==> config.mk <==
export PLATFORM = sky130hd
export DESIGN_NAME = fp_multiplier_flat
export DESIGN_NICKNAME = d
export VERILOG_FILES = /design/src/rtl/fp_multiplier_if.sv /design/src/rtl/fp_multiplier.sv /design/src/flat_wrapper.sv
export SDC_FILE = /design/constraint.sdc
export NUM_CORES = 1
export LEC_CHECK = 0
export CELL_PAD_IN_SITES_DETAIL_PLACEMENT = 0
export CELL_PAD_IN_SITES_GLOBAL_PLACEMENT = 1
export CORE_ASPECT_RATIO = 1.2
export CORE_UTILIZATION = 30
export DETAILED_ROUTE_END_ITERATION = 8
export GPL_TIMING_DRIVEN = 0
export PLACE_DENSITY_LB_ADDON = 0.1
export SYNTH_ARGS = -nofsm -noshare
export SYNTH_HDL_FRONTEND = slang
export SYNTH_SLANG_ARGS = --single-unit
==> constraint.sdc <==
create_clock -name clk -period 11.6 [get_ports clk]
set_input_delay 3.48 -clock clk [delete_from_list [all_inputs] [get_ports clk]]
set_output_delay 3.48 -clock clk [all_outputs]
set_load 0.05 [all_outputs]
==> src/rtl/fp_multiplier_if.sv <==
// rtl/fp_multiplier_if.sv - operand/result bundle for the sequential FP multiplier
interface fp_multiplier_if;
  logic        start;
  logic [31:0] FP1;
  logic [31:0] FP2;
  logic [31:0] result;
  logic        ovf;

  modport master (output start, FP1, FP2, input result, ovf);
  modport slave  (input start, FP1, FP2, output result, ovf);
endinterface

==> src/rtl/fp_multiplier.sv <==
// rtl/fp_multiplier.sv - sequential IEEE-754 single multiplier, 24-step shift-add, RNE rounding
module fp_multiplier (
  input logic            clk,
  input logic            reset,
  fp_multiplier_if.slave bus
);
  typedef enum logic [2:0] {IDLE, MULT, NORM, PACK, DONE} state_t;
  typedef enum logic [1:0] {K_NUM, K_ZERO, K_INF, K_NAN} kind_t;

  state_t             state, state_next;
  kind_t              kind, kind_in;
  logic               sign;
  logic signed [9:0]  exp_acc;
  logic [47:0]        mcand, acc;
  logic [23:0]        mplier;
  logic [4:0]         cnt;
  logic [22:0]        frac;
  logic               guard, sticky;
  logic [31:0]        result_q;
  logic               ovf_q;

  logic [7:0]         e1, e2;
  logic               z1, z2, inf1, inf2, nan1, nan2;
  logic               round_up;
  logic [23:0]        rounded;
  logic signed [9:0]  exp_fin;
  logic [31:0]        packed_res;
  logic               packed_ovf;

  assign e1   = bus.FP1[30:23];
  assign e2   = bus.FP2[30:23];
  assign z1   = (e1 == 8'h00);
  assign z2   = (e2 == 8'h00);
  assign inf1 = (e1 == 8'hFF) && (bus.FP1[22:0] == 23'd0);
  assign inf2 = (e2 == 8'hFF) && (bus.FP2[22:0] == 23'd0);
  assign nan1 = (e1 == 8'hFF) && (bus.FP1[22:0] != 23'd0);
  assign nan2 = (e2 == 8'hFF) && (bus.FP2[22:0] != 23'd0);

  // Denormals count as zero, so Inf x denormal is also NaN
  always_comb begin
    kind_in = K_NUM;
    if (nan1 || nan2 || (inf1 && z2) || (inf2 && z1))
      kind_in = K_NAN;
    else if (inf1 || inf2)
      kind_in = K_INF;
    else if (z1 || z2)
      kind_in = K_ZERO;
  end

  always_comb begin
    state_next = state;
    case (state)
      IDLE:    if (bus.start) state_next = MULT;
      MULT:    if (cnt == 5'd23) state_next = NORM;
      NORM:    state_next = PACK;
      PACK:    state_next = DONE;
      DONE:    if (!bus.start) state_next = IDLE;
      default: state_next = IDLE;
    endcase
  end

  always_comb begin
    round_up   = guard & (sticky | frac[0]);
    rounded    = {1'b0, frac} + {23'd0, round_up};
    exp_fin    = exp_acc + (rounded[23] ? 10'sd1 : 10'sd0);
    packed_ovf = 1'b0;
    packed_res = {sign, exp_fin[7:0], rounded[22:0]};
    case (kind)
      K_NAN:  packed_res = 32'h7FC0_0000;
      K_INF:  packed_res = {sign, 8'hFF, 23'd0};
      K_ZERO: packed_res = {sign, 31'd0};
      default: begin
        if (exp_fin >= 10'sd255) begin
          packed_res = {sign, 8'hFF, 23'd0};
          packed_ovf = 1'b1;
        end else if (exp_fin <= 10'sd0) begin
          packed_res = {sign, 31'd0};
        end
      end
    endcase
  end

  always_ff @(posedge clk or posedge reset) begin
    if (reset) state <= IDLE;
    else       state <= state_next;
  end

  always_ff @(posedge clk or posedge reset) begin
    if (reset) begin
      kind     <= K_NUM;
      sign     <= 1'b0;
      exp_acc  <= '0;
      mcand    <= '0;
      acc      <= '0;
      mplier   <= '0;
      cnt      <= '0;
      frac     <= '0;
      guard    <= 1'b0;
      sticky   <= 1'b0;
      result_q <= '0;
      ovf_q    <= 1'b0;
    end else begin
      case (state)
        IDLE: if (bus.start) begin
          kind    <= kind_in;
          sign    <= bus.FP1[31] ^ bus.FP2[31];
          exp_acc <= $signed({2'b00, e1} + {2'b00, e2} - 10'd127);
          mcand   <= {24'd0, 1'b1, bus.FP1[22:0]};
          mplier  <= {1'b1, bus.FP2[22:0]};
          acc     <= '0;
          cnt     <= '0;
        end
        MULT: begin
          if (mplier[0]) acc <= acc + mcand;
          mcand  <= mcand << 1;
          mplier <= mplier >> 1;
          cnt    <= cnt + 5'd1;
        end
        // Leading one lands on bit 46 or 47; fraction is the 23 bits below it
        NORM: begin
          if (acc[47]) begin
            exp_acc <= exp_acc + 10'sd1;
            frac    <= acc[46:24];
            guard   <= acc[23];
            sticky  <= |acc[22:0];
          end else begin
            frac    <= acc[45:23];
            guard   <= acc[22];
            sticky  <= |acc[21:0];
          end
        end
        PACK: begin
          result_q <= packed_res;
          ovf_q    <= packed_ovf;
        end
        default: ;
      endcase
    end
  end

  assign bus.result = result_q;
  assign bus.ovf    = ovf_q;
endmodule

==> src/flat_wrapper.sv <==
// flat-port wrapper written by rule: the top's interface ports become plain ports
module fp_multiplier_flat 
  (clk, reset, bus_start, bus_FP1, bus_FP2, bus_result, bus_ovf);
  fp_multiplier_if bus_i ();
  input logic clk;
  input logic reset;
  input wire logic [$bits(bus_i.start)-1:0] bus_start;
  input wire logic [$bits(bus_i.FP1)-1:0] bus_FP1;
  input wire logic [$bits(bus_i.FP2)-1:0] bus_FP2;
  output wire logic [$bits(bus_i.result)-1:0] bus_result;
  output wire logic [$bits(bus_i.ovf)-1:0] bus_ovf;
  assign bus_i.start = bus_start;
  assign bus_i.FP1 = bus_FP1;
  assign bus_i.FP2 = bus_FP2;
  assign bus_result = bus_i.result;
  assign bus_ovf = bus_i.ovf;
  fp_multiplier u_core (.clk(clk), .reset(reset), .bus(bus_i));
endmodule
==> reports/qor.yml, run 1 <==
skew_ns: 0.0126
postRouteAntennaNets: 0
place.gp.congestion: 0.816
vias: 10555
grt_util_all_layers_pct: 19.1
htreeDepth: 4
fin_area_mm2: 0.0144
start_kind: "input port"
n_fill_cell: 4295
grt_pass1_vias: 10880
rows: 80
ioPinCount: 100
ys_async_sr_fraction_pct: 100
crit_fanout: 3
finalSetupViolations: 0
die_y_um: 222
whs_ns: 0.482
yosysMostFrequentCell: "nand2_1"
cts_made_buffers: 17
die-width_um: 186
cts.path.max_buffers: 2
yosys_most_used_dff: "dfrtp_1"
start_util_pct: 30.5
fmax_mhz: 171
synth_area_leaders: "dfrtp_1 41%, ha_1 6.4%, nand2_1 6.4%"
finalHoldViolations: 0
crit_path_top_delay_cell: "clkdlybuf4s50_1"
clk_pin_slew_ns: 0.08
antenna_found_initial: 0
report.final.slew_viol_count: 0
netlist_instances: 1400
fin_tns_setup_ns: 0
vias_per_cell: 5.11
slowest_delay_ns: 0.46
synth_top_cell_by_area: "dfrtp_1"
syn_nets: 1531
yosys_register_bits: 199
grt_max_degree: 111
slew_headroom_pct: 42.0
synth_common_cells: "206 x nand2_1, 199 x dfrtp_1, 128 x nor2_1"
crit_path_end_kind: "flip-flop"
post_cts_resized: 0
dpl.hpwl_mm: 28.6
syn_area_per_cell_um2: 8.67
finalWirelength_mm: 37.3
firstDrtPassIters: 5
drt-initial-drc-count: 566
synth_edf_count: 0
min_period_ns: 5.84
cts-root-buf: "clkbuf_16"
powerDensity_mw_per_mm2: 303
crit_type: "in -> reg"
critPathArrivalTime_ns: 6.20
avgRoutedWirePerCell_um: 18.1
status: "complete, no violations"
crit_required_ns: 11.96
nets: 1650
drc: 0
fp.dieArea_mm2: 0.0413
cts-hold-fix-buffers: 0
port_buffers: 99
cts.sink_count: 199
finalCritPeriodShare_pct: 50.3
cts_tree: "built"
seq_area_frac_synth_pct: 41.0
grt-ovfl-total: 0
clock_latency_ns: 0.46
grt_setup_unrepaired: "false"
post_cts_buffers: 0
p_leak_nw: 5.97
grt_pass1_wl_mm: 61.3
syn2layout_area_growth_pct: 18.8
ys_types: 73
diodes: 0
r2r_slack_ns: 7.32
path_cells: "clkdlybuf4s50_1 -> ha_1 -> fa_1 -> a21oi_1 -> nor2_1 -> nor2_1 -> o21bai_1 -> a21oi_1 -> xnor2_1 -> a41oi_1 -> xor2_1 -> a221oi_1"
tightest_slew_ns: 0.869
drive_above_1_share_pct: 4.57
hold_class: "reg -> reg"
postPlaceCellArea_mm2: 0.0138
max_cap_viol_count: 0
synth_area_mm2: 0.0121
synth_top_area_share_pct: 41.0
ir_drop_uv: 118
yosysWarnings: 0
core_mm2: 0.0398
-- report_power, final --
group | leakage (nW) | internal, mW | switching, mW
Combinational | 3.20 | 1.00 | 1.50
Clock | 0.282 | 0.325 | 0.307
Sequential | 2.49 | 0.979 | 0.268
-- through the flow --
stage	worst slack (ns)	power, mW	std cells	util (%)
finish	5.76	4.38	2065	36.2
floorplan	2.69	3.07	1400	-
detailed placement	5.28	3.77	2033	34.7
global placement	-0.713	3.76	2032	34.6
global route	5.59	4.80	2065	36.2
CTS	5.78	4.43	2065	36.2
-- placed cells by master (no fill, tap or decap), types with 19 or more instances in the layout --
master,n
a21o_1,21
o21ai_0,93
dfrtp_1,199
a21oi_1,100
xnor2_1,46
clkdlybuf4s50_1,99
xor2_1,46
nand2_1,206
o21ai_1,41
ha_1,62
nand3_1,79
nand4_1,26
a22o_1,28
mux2i_1,24
clkbuf_1,56
inv_1,19
a31oi_1,54
nor2_1,128
-- path summary, 6_finish.rpt --
kind / cells past startpoint / start / end
max: 12 / bus_FP2[23] / u_core.exp_acc[8]
min: 2 / u_core.bus.result[24] / u_core.bus.result[24]
max reg2reg: 19 / u_core.frac[0] / u_core.bus.result[7]
min reg2reg: 2 / u_core.bus.result[24] / u_core.bus.result[24]
max in group asynchronous: 3 / reset / u_core.mcand[33]
min in group asynchronous: 2 / reset / u_core.mplier[16]
-- layer usage --
layer	wire length [µm]	vias to the layer above	share of wire, %	global-route usage, %
met5	0	-	0	0
met3	698	21	1.9	2.11
li1	-	5256	-	-
met2	18900	138	51	33.4
met4	464	0	1.2	4.89
met1	17200	5140	46	24.6
-- state kept, by name (all words and copies together) (netlist names) --
signal             flops
u_core.acc            48
u_core.bus.ovf         1
u_core.bus.result     32
u_core.cnt             5
u_core.exp_acc        10
u_core.frac           23
u_core.guard           1
u_core.kind            2
u_core.mcand          48
u_core.mplier         24
u_core.sign            1
u_core.state           3
u_core.sticky          1
-- area by class of cell --
cell class                 count  area, µm²  share of cell area [%]
tap                          533        667                    4.62
buffer                        85        407                    2.82
sequential                   199       4980                    34.5
clock buffer                  18        429                    2.97
timing repair buffer         100       1020                    7.06
inverter                      20       82.6                   0.572
multi-input combinational   1096       6680                    46.3
clock inverter                14        163                    1.13
-- critical path: cells and delay by family --
kind | cells | cell delay [ns]
buf+inv | 1 | 0.46
fa+ha+maj | 2 | 0.65
compound gates | 5 | 0.95
xor+xnor | 2 | 0.44
simple gates | 2 | 0.21
-- logic make-up (layout without fill, tap and decap cells) --
kind of cell             count (synthesis)  after routing  synth area share (%)
AND/OR/NAND/NOR                        514            514                  19.2
AO/OA/AOI/OAI                          402            402                  20.5
flip-flops                             199            199                  41.0
buffers and inverters                  105            237                  3.97
XOR/XNOR                                92             92                  6.64
adder cells (fa/ha/maj)                 64             64                  6.72
multiplexers                            24             24                  1.98
(Power assumes the default switching activity.)
==> inputs of run 2 (changes only) <==
==> constraint.sdc (replaced) <==
create_clock -name clk -period 5.42 [get_ports clk]
set_input_delay 1.626 -clock clk [delete_from_list [all_inputs] [get_ports clk]]
set_output_delay 1.626 -clock clk [all_outputs]
set_load 0.05 [all_outputs]
==> run 2 against run 1 <==
  * Power grew 110%
  * Routed wire length hardly changed
  * Count of clock-buffer cells in the layout rose by 1
  * Sequential power grew 110%
  * Core utilization is 0.21 points higher
  * Clock skew is 0.0061 ns higher
  * Critical path depth increased by 7
  * Largest power group unchanged
==> reports/qor.yml, run 2 (synthesis results as in run 1) <==
cts-hold-fix-buffers: 0  # unchanged
grt-ovfl-total: 0  # unchanged
dpl.hpwl_mm: 29.0  # +1.5%
r2r_end: "u_core.bus.result[7]"
vias_per_cell: 5.13  # +0.42%
fmax_mhz: 234
post_cts_buffers: 0  # unchanged
grt_pass1_wl_mm: 60.1  # -1.9%
r2r_slack_ns: 1.15  # -6.17 ns
crit_path_end_kind: "flip-flop"
place_ws_ns: 0.952  # -4.33 ns
crit_required_ns: 5.77  # -6.19 ns
place.gp.congestion: 0.818  # +0.28%
syn2layout_area_growth_pct: 19.5
start_kind: "flip-flop"
hold_depth: 2  # unchanged
avgRoutedWirePerCell_um: 18.0  # -0.20%
p_leak_nw: 6.01  # +0.63%
cts_made_buffers: 17  # unchanged
grt_util_all_layers_pct: 18.8  # -0.25 points
ioPinCount: 100  # unchanged
rows: 80  # unchanged
hold_end: "u_core.bus.result[25]"
placed_cells: 2037  # +0.20%
start_util_pct: 30.5  # unchanged
tightest_slew_ns: 0.937  # +0.0679 ns
critPathBufInv: 1  # unchanged
die-width_um: 186  # unchanged
min_period_ns: 4.27
multi_input_area_mm2: 0.00668  # unchanged
vias: 10620  # +0.62%
clock_latency_ns: 0.47  # about the same
r2r-start: "u_core.frac[0]"
report.final.slew_viol_count: 0  # unchanged
finalHoldViolations: 0  # unchanged
final_cell_mix: "206 x nand2_1, 199 x dfrtp_1, 128 x nor2_1"
crit_type: "reg -> reg"
cts-root-buf: "clkbuf_16"
cts.sink_count: 199  # unchanged
port_buffers: 99  # unchanged
skew_ns: 0.0186  # +0.00605 ns
n_fill_cell: 4253  # -0.98%
fin_cells: 2069  # +0.19%
path_cells: "o21a_1 -> ha_1 -> nand3_1 -> nor2_1 -> and3_1 -> nand3_1 -> nor2_1 -> and3_1 -> ha_1 -> ha_1 -> xor2_1 -> and3_1 -> nand3_1 -> o41ai_2 -> nand2_1 -> and3_1 -> nand2b_1 -> buf_2 -> o21ai_1"
crit_top_cell: "and3_1"
cts.path.max_buffers: 2  # unchanged
whs_ns: 0.480  # -0.00128 ns
cts_tree: "built"
powerDensity_mw_per_mm2: 646  # +110%
finalWirelength_mm: 37.3  # about the same
antenna_found_initial: 0  # unchanged
worst_slack_ns: 1.15  # -4.61 ns
diodes: 0  # unchanged
nets: 1654  # +0.24%
drt-initial-drc-count: 520  # -8.1%
htreeDepth: 4  # unchanged
final_common_cell: "nand2_1"
post_cts_resized: 0  # unchanged
finalCritPeriodShare_pct: 78.9
crit_fanout: 10  # +7
status: "complete, no violations"
fp.dieArea_mm2: 0.0413  # unchanged
grt_max_degree: 40  # -64%
max_cap_viol_count: 0  # unchanged
crit_path_top_delay_cell: "dfrtp_1"
core_mm2: 0.0398  # unchanged
finalSetupViolations: 0  # unchanged
postRouteAntennaNets: 0  # unchanged
slew_headroom_pct: 37.4  # -4.5 points
hold_start: "u_core.bus.result[25]"
hold_class: "reg -> reg"
clk_pin_slew_ns: 0.08  # about the same
die_y_um: 222  # unchanged
regArea_mm2: 0.00498  # unchanged
rr_worst_depth: 19  # unchanged
critPathArrivalTime_ns: 4.62  # -1.58 ns
drive_above_1_share_pct: 4.82  # +0.25 points
crit_family: "simple AND/OR/NAND/NOR gates"
grt_pass1_vias: 10700  # -1.7%
slowest_delay_ns: 0.38  # -0.08 ns
ir_drop_uv: 280  # +140%
drc: 0  # unchanged
firstDrtPassIters: 5  # unchanged
grt_setup_unrepaired: "false"
## run 2: worst max path at each step
stage                             to  slack [ns]      startpoint  cells after the start
4_1_cts         u_core.bus.result[6]        1.10  u_core.frac[0]                     19
6_report        u_core.bus.result[7]        1.15  u_core.frac[0]                     19
2_1_floorplan          u_core.acc[0]        1.22           reset                      1
5_1_grt        u_core.bus.result[15]        0.65  u_core.frac[0]                     19
3_5_place_dp          u_core.kind[1]        0.95       bus_start                      6
3_3_place_gp          u_core.acc[14]       -0.73           reset                      2
## run 2: where the power goes
part	switching, mW	leakage (nW)	total [mW]	internal, mW
Combinational	3.19	3.23	5.33	2.15
Clock	0.666	0.291	1.38	0.709
Sequential	0.573	2.49	2.67	2.10
## run 2: worst reg2reg max path, delay by kind of cell, from the launching register on
kind,cells,cell delay [ns]
AND/OR/NAND/NOR,11,2.09
adder cells (fa/ha/maj),3,0.62
AO/OA/AOI/OAI,3,0.57
flip-flops,1,0.38
buffers and inverters,1,0.26
XOR/XNOR,1,0.24
## run 2: final cells by class
type	count	area share, %
Multi-Input combinational cell	1096	46.0
Sequential cell	199	34.3
Timing Repair Buffer	104	7.52
Tap cell	533	4.60
Clock buffer	19	3.05
Buffer	85	2.80
Inverter	20	0.543
Clock inverter	13	1.12
## run 2: per-layer routing
layer,global-route usage (%),up-vias,part of all wire [%]
li1,-,5275,-
met1,23.8,5141,46
met2,33.0,174,50
met3,2.54,30,2.5
met4,5.16,0,1.4
met5,0,-,0
## run 2: through the flow
step	util [%]	setup TNS, ns	cell area [µm²]	total power [mW]
global route	36.4	0	14500	10.2
global placement	34.6	-138.55	13800	8.05
detailed placement	34.9	0	13900	8.07
CTS	36.4	0	14500	9.49
finish	36.4	0	14500	9.38
floorplan	-	0	12100	6.57
